[src/rtl/noc_pkg.sv]
// Shared NoC constants for the leaf switch: flit geometry, header field
// positions and input/output port numbering.
package noc_pkg;

    localparam int DATA_W     = 16;
    localparam int HEADER_W   = 6;

    // Header occupies the top HEADER_W bits of a flit: {group, leaf}
    localparam int GROUP_W    = 4;
    localparam int LEAF_W     = 2;
    localparam int GROUP_MSB  = 15;
    localparam int GROUP_LSB  = 12;
    localparam int LEAF_MSB   = 11;
    localparam int LEAF_LSB   = 10;

    localparam int NUM_LOCAL  = 4;
    localparam int UPLINK_IDX = 4;
    localparam int NUM_PORTS  = NUM_LOCAL + 1;

    typedef logic [2:0] port_idx_t;

endpackage

[src/rtl/switch_fifo.sv]
// Circular flit buffer used at every switch input; the head entry is visible
// combinationally so a flit can leave the cycle after it is written.
module switch_fifo #(
    parameter int WIDTH = 16,
    parameter int DEPTH = 2
) (
    input  logic                         clk,
    input  logic                         reset,
    input  logic                         push_i,
    input  logic [WIDTH-1:0]             data_i,
    input  logic                         pop_i,
    output logic [WIDTH-1:0]             data_o,
    output logic                         empty_o,
    output logic [$clog2(DEPTH+1)-1:0]   count_o
);

    localparam int PTR_W = (DEPTH > 1) ? $clog2(DEPTH) : 1;
    localparam int CNT_W = $clog2(DEPTH + 1);

    logic [WIDTH-1:0] mem_q [DEPTH];
    logic [PTR_W-1:0] wrPtr_q, wrPtr_d;
    logic [PTR_W-1:0] rdPtr_q, rdPtr_d;
    logic [CNT_W-1:0] count_q, count_d;
    logic             doPush;
    logic             doPop;

    function automatic logic [PTR_W-1:0] nextPtr(input logic [PTR_W-1:0] p);
        return (p == PTR_W'(DEPTH - 1)) ? '0 : p + PTR_W'(1);
    endfunction

    // Writes into a full buffer and reads from an empty one are ignored
    assign doPush = push_i && (count_q != CNT_W'(DEPTH));
    assign doPop  = pop_i && (count_q != '0);

    always_comb begin
        wrPtr_d = wrPtr_q;
        rdPtr_d = rdPtr_q;
        count_d = count_q;
        if (doPush) wrPtr_d = nextPtr(wrPtr_q);
        if (doPop)  rdPtr_d = nextPtr(rdPtr_q);
        if (doPush && !doPop) count_d = count_q + CNT_W'(1);
        if (!doPush && doPop) count_d = count_q - CNT_W'(1);
    end

    always_ff @(posedge clk or posedge reset) begin
        if (reset) begin
            wrPtr_q <= '0;
            rdPtr_q <= '0;
            count_q <= '0;
        end else begin
            wrPtr_q <= wrPtr_d;
            rdPtr_q <= rdPtr_d;
            count_q <= count_d;
        end
    end

    always_ff @(posedge clk) begin
        if (doPush) mem_q[wrPtr_q] <= data_i;
    end

    assign data_o  = mem_q[rdPtr_q];
    assign empty_o = (count_q == '0);
    assign count_o = count_q;

endmodule

[src/rtl/leaf_switch.sv]
// Five-port leaf switch: four local network interfaces plus one uplink, each
// input buffered, each output registered and round-robin arbitrated.
module leaf_switch #(
    parameter int DATA_W     = noc_pkg::DATA_W,
    parameter int HEADER_W   = noc_pkg::HEADER_W,
    parameter int GROUP_ID   = 8,
    parameter int FIFO_DEPTH = 2
) (
    input  logic                clk,
    input  logic                reset,
    input  logic [4*DATA_W-1:0] loc_data_in,
    input  logic [3:0]          loc_valid_in,
    output logic [3:0]          loc_ready_out,
    output logic [4*DATA_W-1:0] loc_data_out,
    output logic [3:0]          loc_valid_out,
    input  logic [3:0]          loc_ready_in,
    input  logic [DATA_W-1:0]   up_data_in,
    input  logic                up_valid_in,
    output logic                up_ready_out,
    output logic [DATA_W-1:0]   up_data_out,
    output logic                up_valid_out,
    input  logic                up_ready_in,
    output logic [7:0]          drop_count
);

    import noc_pkg::*;

    localparam int CNT_W = $clog2(FIFO_DEPTH + 1);

    logic [DATA_W-1:0]    inData     [NUM_PORTS];
    logic [DATA_W-1:0]    headData   [NUM_PORTS];
    logic [CNT_W-1:0]     fifoCount  [NUM_PORTS];
    port_idx_t            headDest   [NUM_PORTS];
    logic [NUM_PORTS-1:0] inValid;
    logic [NUM_PORTS-1:0] inReady;
    logic [NUM_PORTS-1:0] outReady;
    logic [NUM_PORTS-1:0] fifoPush;
    logic [NUM_PORTS-1:0] fifoPop;
    logic [NUM_PORTS-1:0] fifoEmpty;
    logic [NUM_PORTS-1:0] headDrop;

    logic [NUM_PORTS-1:0] outValid_q, outValid_d;
    logic [DATA_W-1:0]    outData_q  [NUM_PORTS];
    logic [DATA_W-1:0]    outData_d  [NUM_PORTS];
    port_idx_t            rrPtr_q    [NUM_PORTS];
    port_idx_t            rrPtr_d    [NUM_PORTS];
    logic [7:0]           dropCount_q, dropCount_d;

    always_comb begin
        for (int i = 0; i < NUM_LOCAL; i++) begin
            inData[i]   = loc_data_in[i*DATA_W +: DATA_W];
            inValid[i]  = loc_valid_in[i];
            outReady[i] = loc_ready_in[i];
        end
        inData[UPLINK_IDX]   = up_data_in;
        inValid[UPLINK_IDX]  = up_valid_in;
        outReady[UPLINK_IDX] = up_ready_in;
    end

    // Ready comes only from the registered fill level, so a full buffer never
    // accepts a flit even if its head leaves in the same cycle
    always_comb begin
        for (int i = 0; i < NUM_PORTS; i++) begin
            inReady[i] = !reset && (fifoCount[i] != CNT_W'(FIFO_DEPTH));
        end
    end

    assign fifoPush      = inValid & inReady;
    assign loc_ready_out = inReady[NUM_LOCAL-1:0];
    assign up_ready_out  = inReady[UPLINK_IDX];

    for (genvar g = 0; g < NUM_PORTS; g++) begin : gFifo
        switch_fifo #(
            .WIDTH (DATA_W),
            .DEPTH (FIFO_DEPTH)
        ) uFifo (
            .clk     (clk),
            .reset   (reset),
            .push_i  (fifoPush[g]),
            .data_i  (inData[g]),
            .pop_i   (fifoPop[g]),
            .data_o  (headData[g]),
            .empty_o (fifoEmpty[g]),
            .count_o (fifoCount[g])
        );
    end

    // Foreign-group flits from the uplink have nowhere to go and are discarded
    always_comb begin
        for (int i = 0; i < NUM_PORTS; i++) begin
            logic localHit;
            localHit    = (headData[i][DATA_W-1 -: GROUP_W] == GROUP_W'(GROUP_ID));
            headDest[i] = localHit ? port_idx_t'(headData[i][DATA_W-HEADER_W +: LEAF_W])
                                   : port_idx_t'(UPLINK_IDX);
            headDrop[i] = (i == UPLINK_IDX) && !fifoEmpty[i] && !localHit;
        end
    end

    // rrPtr holds the first input to consider, i.e. one past the last winner
    always_comb begin
        logic       found;
        logic [3:0] sum;
        port_idx_t  cand;
        found      = 1'b0;
        sum        = '0;
        cand       = '0;
        fifoPop    = headDrop;
        outValid_d = outValid_q;
        outData_d  = outData_q;
        rrPtr_d    = rrPtr_q;
        for (int o = 0; o < NUM_PORTS; o++) begin
            found = 1'b0;
            if (outValid_q[o] && outReady[o]) outValid_d[o] = 1'b0;
            if (!outValid_q[o] || outReady[o]) begin
                for (int k = 0; k < NUM_PORTS; k++) begin
                    sum = {1'b0, rrPtr_q[o]} + 4'(k);
                    if (sum >= 4'(NUM_PORTS)) sum = sum - 4'(NUM_PORTS);
                    cand = sum[2:0];
                    if (!found && !fifoEmpty[cand] && !headDrop[cand] &&
                        (headDest[cand] == port_idx_t'(o))) begin
                        found         = 1'b1;
                        fifoPop[cand] = 1'b1;
                        outValid_d[o] = 1'b1;
                        outData_d[o]  = headData[cand];
                        rrPtr_d[o]    = (cand == port_idx_t'(NUM_PORTS - 1)) ? '0
                                                                             : cand + 3'd1;
                    end
                end
            end
        end
    end

    always_comb begin
        dropCount_d = dropCount_q;
        if (headDrop[UPLINK_IDX] && (dropCount_q != 8'hFF)) dropCount_d = dropCount_q + 8'd1;
    end

    always_ff @(posedge clk or posedge reset) begin
        if (reset) begin
            outValid_q  <= '0;
            dropCount_q <= '0;
            for (int o = 0; o < NUM_PORTS; o++) begin
                outData_q[o] <= '0;
                rrPtr_q[o]   <= '0;
            end
        end else begin
            outValid_q  <= outValid_d;
            dropCount_q <= dropCount_d;
            for (int o = 0; o < NUM_PORTS; o++) begin
                outData_q[o] <= outData_d[o];
                rrPtr_q[o]   <= rrPtr_d[o];
            end
        end
    end

    always_comb begin
        for (int o = 0; o < NUM_LOCAL; o++) begin
            loc_data_out[o*DATA_W +: DATA_W] = outData_q[o];
        end
    end

    assign loc_valid_out = outValid_q[NUM_LOCAL-1:0];
    assign up_data_out   = outData_q[UPLINK_IDX];
    assign up_valid_out  = outValid_q[UPLINK_IDX];
    assign drop_count    = dropCount_q;

endmodule

[config.mk]
export PLATFORM = sky130hd
export DESIGN_NAME = leaf_switch
export DESIGN_NICKNAME = d
export VERILOG_FILES = /design/src/rtl/noc_pkg.sv /design/src/rtl/switch_fifo.sv /design/src/rtl/leaf_switch.sv
export SDC_FILE = /design/constraint.sdc
export NUM_CORES = 2
export LEC_CHECK = 0
export ABC_AREA = 1
export CAP_MARGIN = 15
export CELL_PAD_IN_SITES_DETAIL_PLACEMENT = 1
export CELL_PAD_IN_SITES_GLOBAL_PLACEMENT = 2
export CORE_ASPECT_RATIO = 1.25
export CORE_MARGIN = 1.5
export CORE_UTILIZATION = 35
export CTS_BUF_LIST = sky130_fd_sc_hd__clkbuf_8
export DETAILED_ROUTE_END_ITERATION = 16
export MAX_ROUTING_LAYER = met4
export PLACE_DENSITY_LB_ADDON = 0.1
export SYNTH_ARGS = -nofsm -noshare
export SYNTH_HDL_FRONTEND = slang
export SYNTH_SLANG_ARGS = --single-unit
[constraint.sdc]
create_clock -name clk -period 5.55 [get_ports clk]
set_input_delay 0.8325 -clock clk [delete_from_list [all_inputs] [get_ports clk]]
set_output_delay 0.8325 -clock clk [all_outputs]
set_load 0.01 [all_outputs]
==> flow_summary.json <==
{
  "hold_end": "loc_data_out[43]$_DFFE_PP0P_",
  "synth_most_common_cell": "nand2_1",
  "setup_viol": 0,
  "synth_edf_count": 160,
  "reg2reg_slack_ns": 0.39,
  "synth_area_leaders": "edfxtp_1 (16%), nand2_1 (13%), dfrtp_1 (11%), o22ai_1 (7.7%), nand3_1 (5.3%)",
  "die_y_um": 327,
  "fp.dieW_um": 262,
  "status": "finished, final reports clean",
  "r2r-end": "gFifo[0].uFifo.count_o[1]$_DFFE_PP0P_",
  "required_ns": 6.12,
  "synth_top_cell_area_share_pct": 16.3,
  "layout-drive-gt1-share_pct": 14.1,
  "cts_sinks": 288,
  "route.detailed.drc": 0,
  "min_path_cells": 1,
  "grt_antenna_before_repair": 15,
  "reg2regPathDepth": 21,
  "drt_iter0_markers": 4812,
  "syn_inst": 4335,
  "rsz0062_at_grt": "false",
  "synth_simple_gate_area_share_pct": 29.6,
  "finalCritPeriodShare_pct": 92.9,
  "clockRootBuffer": "clkbuf_8",
  "worst_pin_slew_ns": 1.29,
  "post_drt_wl_per_cell_um": 34.2,
  "fin_crit_ns": 5.16,
  "synth.distinct_cells": 65,
  "syn_nets": 4524,
  "port_buffers": 189,
  "die_area_um2": 85800,
  "routed_wl_um": 196000,
  "critPathLaunchType": "flop",
  "crit_chain": "inv_2 > ha_1 > inv_1 > nand2_1 > o21ai_2 > inv_2 > nor2_1 > o31ai_1 > a21oi_1 > nor3_4 > nand3_1 > a21oi_1 > a21oi_1 > buf_4 > nand2_1 > nand2_1 > inv_1 > ha_1 > a21oi_1 > o21ai_0 > xnor2_1",
  "first_pass_iters": 8,
  "muxShareOfSynthArea_pct": 0,
  "synth_fa_ha_area_share_pct": 4.25,
  "worstSetupEndpointType": "flop",
  "finalMaxSlewViolations": 0,
  "fin_tns_setup_ns": 0,
  "max_freq_mhz": 194,
  "worstPathMaxFanout": 12,
  "crit_arrival_ns": 5.73,
  "hold_start": "loc_data_out[43]$_DFFE_PP0P_",
  "synthXorXnorAreaFrac_pct": 1.47,
  "ys_seq_elements": 288,
  "synth_area_leader_cell": "edfxtp_1",
  "cpMostUsedCell": "a21oi_1",
  "grt_overflow": 0,
  "criticalPathCategory": "reg2reg",
  "start_util_pct": 35.4,
  "slowest_stage": "nor2_1",
  "ys.flop_type": "edfxtp_1",
  "ys.warnings.count": 0,
  "io_pins": 190,
  "core_um2": 83100,
  "clock_latency_ns": 0.80,
  "synth_area_per_cell_um2": 6.79,
  "num_rows": 118,
  "ys_top_cells_by_count": "nand2_1 (988), o22ai_1 (362), nor2_1 (336)",
  "synth_compound_area_share_pct": 27.9,
  "seq_area_frac_synth_pct": 27.2,
  "maxCapViolCount": 0,
  "num_vias": 37900,
  "grt_max_degree": 71,
  "grtUsageTotal_pct": 45.8,
  "clk_path_buf_depth": 3,
  "maxSlewHeadroom_pct": 13.8,
  "grt_pass1_wl_um": 275000,
  "hp-class": "reg2reg",
  "grt_pass1_vias": 37100,
  "syn_area_um2": 29400,
  "hold_viol_final": 0,
  "vias_per_cell": 6.64,
  "gp_congestion": 1.09,
  "path_clk_slew_ns": 0.07,
  "slowest_delay_ns": 0.65,
  "cts_tree": "done",
  "htreeDepth": 2,
  "synthArstFlopShare_pct": 44.4,
  "dp_cells": 5602,
  "post-cts-setup-buffers": 0,
  "r2r_start": "rrPtr_q[12]$_DFFE_PP0P_",
  "ant_nets": 0,
  "hpwl_um": 137000,
  "cts_buffers": 48,
  "skew_ns": 0.132,
  "layout.nets": 4762,
  "synth_top_family_by_area": "simple AND/OR/NAND/NOR gates",
  "post_layout_nonfiller_instances": 5713,
  "syn2layout_area_growth_pct": 17.4
}
==> per-layer routing <==
layer / track usage, % / share of wire (%) / vias up
li1: - / - / 15900
met1: 51.8 / 36 / 18200
met2: 65.0 / 41 / 2746
met3: 16.9 / 13 / 1107
met4: 36.1 / 9.8 / 0
met5: - / 0 / -
==> worst max-delay path: cells and delay by family, from the launching register on <==
family / cells / cell delay [ns]
fa+ha+maj: 2 / 0.80
xor+xnor: 1 / 0.15
buf+inv: 5 / 0.70
compound gates: 7 / 1.57
flops: 1 / 0.63
simple gates: 6 / 1.19
==> placed cells by master, fill, tap and decap left out, types with 59 or more instances in the layout <==
| cell | n |
|---|---|
| nand2_1 | 988 |
| o22ai_1 | 362 |
| inv_1 | 339 |
| nor2_1 | 335 |
| nand3_1 | 310 |
| buf_4 | 240 |
| o21ai_0 | 213 |
| a21oi_1 | 208 |
| clkdlybuf4s50_1 | 189 |
| edfxtp_1 | 160 |
| dfrtp_1 | 128 |
| ha_1 | 92 |
| o211ai_1 | 74 |
| inv_2 | 67 |
| o31ai_1 | 66 |
| o21ai_1 | 62 |
| o21ai_2 | 60 |
| a211oi_1 | 59 |
==> logic make-up (layout without fill, tap and decap cells) <==
kind of cell,after synthesis,in the layout
simple gates,1930,1930
other cells,0,22
compound gates,1302,1302
flops,288,288
fa+ha+maj,97,97
xor+xnor,46,46
buf+inv,672,948
==> timing repair <==
item,4_1_cts,5_1_grt
resized for setup,0,2
setup endpoints to repair,0,1
hold buffers,0,0
==> sequential cells by signal, summed over array words and instances (netlist names) <==
signal / cells
gFifo.uFifo.mem_q: 160
gFifo.uFifo.count_o: 10
up_data_out: 16
drop_count: 8
loc_data_out: 64
gFifo.uFifo.rdPtr_q: 5
rrPtr_q: 15
gFifo.uFifo.wrPtr_q: 5
outValid_q: 5
==> metrics by stage <==
step / worst slack, ns / utilization, % / instance area, um^2 / hold slack, ns
finish: 0.394 / 41.5 / 34500 / 0.465
global route: 0.161 / 41.5 / 34500 / 0.494
CTS: 0.339 / 41.5 / 34500 / 0.472
detailed placement: 0.438 / 40.3 / 33500 / 0.455
global placement: 0.468 / 40.3 / 33500 / 0.446
floorplan: 1.30 / - / 29400 / 0.468
==> how the worst max path moves through the flow <==
stage | endpoint | cells after the start | from
floorplan | drop_count[0]$_DFFE_PP0P_ | 1 | reset
global placement | gFifo[3].uFifo.count_o[1]$_DFFE_PP0P_ | 21 | rrPtr_q[7]$_DFFE_PP0P_
detailed placement | gFifo[3].uFifo.count_o[1]$_DFFE_PP0P_ | 21 | rrPtr_q[7]$_DFFE_PP0P_
CTS | gFifo[3].uFifo.count_o[1]$_DFFE_PP0P_ | 21 | rrPtr_q[7]$_DFFE_PP0P_
global route | gFifo[0].uFifo.count_o[1]$_DFFE_PP0P_ | 21 | rrPtr_q[12]$_DFFE_PP0P_
finish | gFifo[0].uFifo.count_o[1]$_DFFE_PP0P_ | 21 | rrPtr_q[12]$_DFFE_PP0P_
==> cell type report <==
cell class | count | area [um^2]
diodes | 22 | 55.1
inverters | 429 | 1640
repair buffers | 431 | 3730
multi-input cells | 3375 | 18800
fillers | 10700 | 48600
clock buffers | 53 | 729
clock inverters | 35 | 246
well taps | 1080 | 1350
flip-flops and latches | 288 | 8010
Power is not shown: default switching activity piles up to over one toggle a cycle in this logic, so the estimate is an artifact.
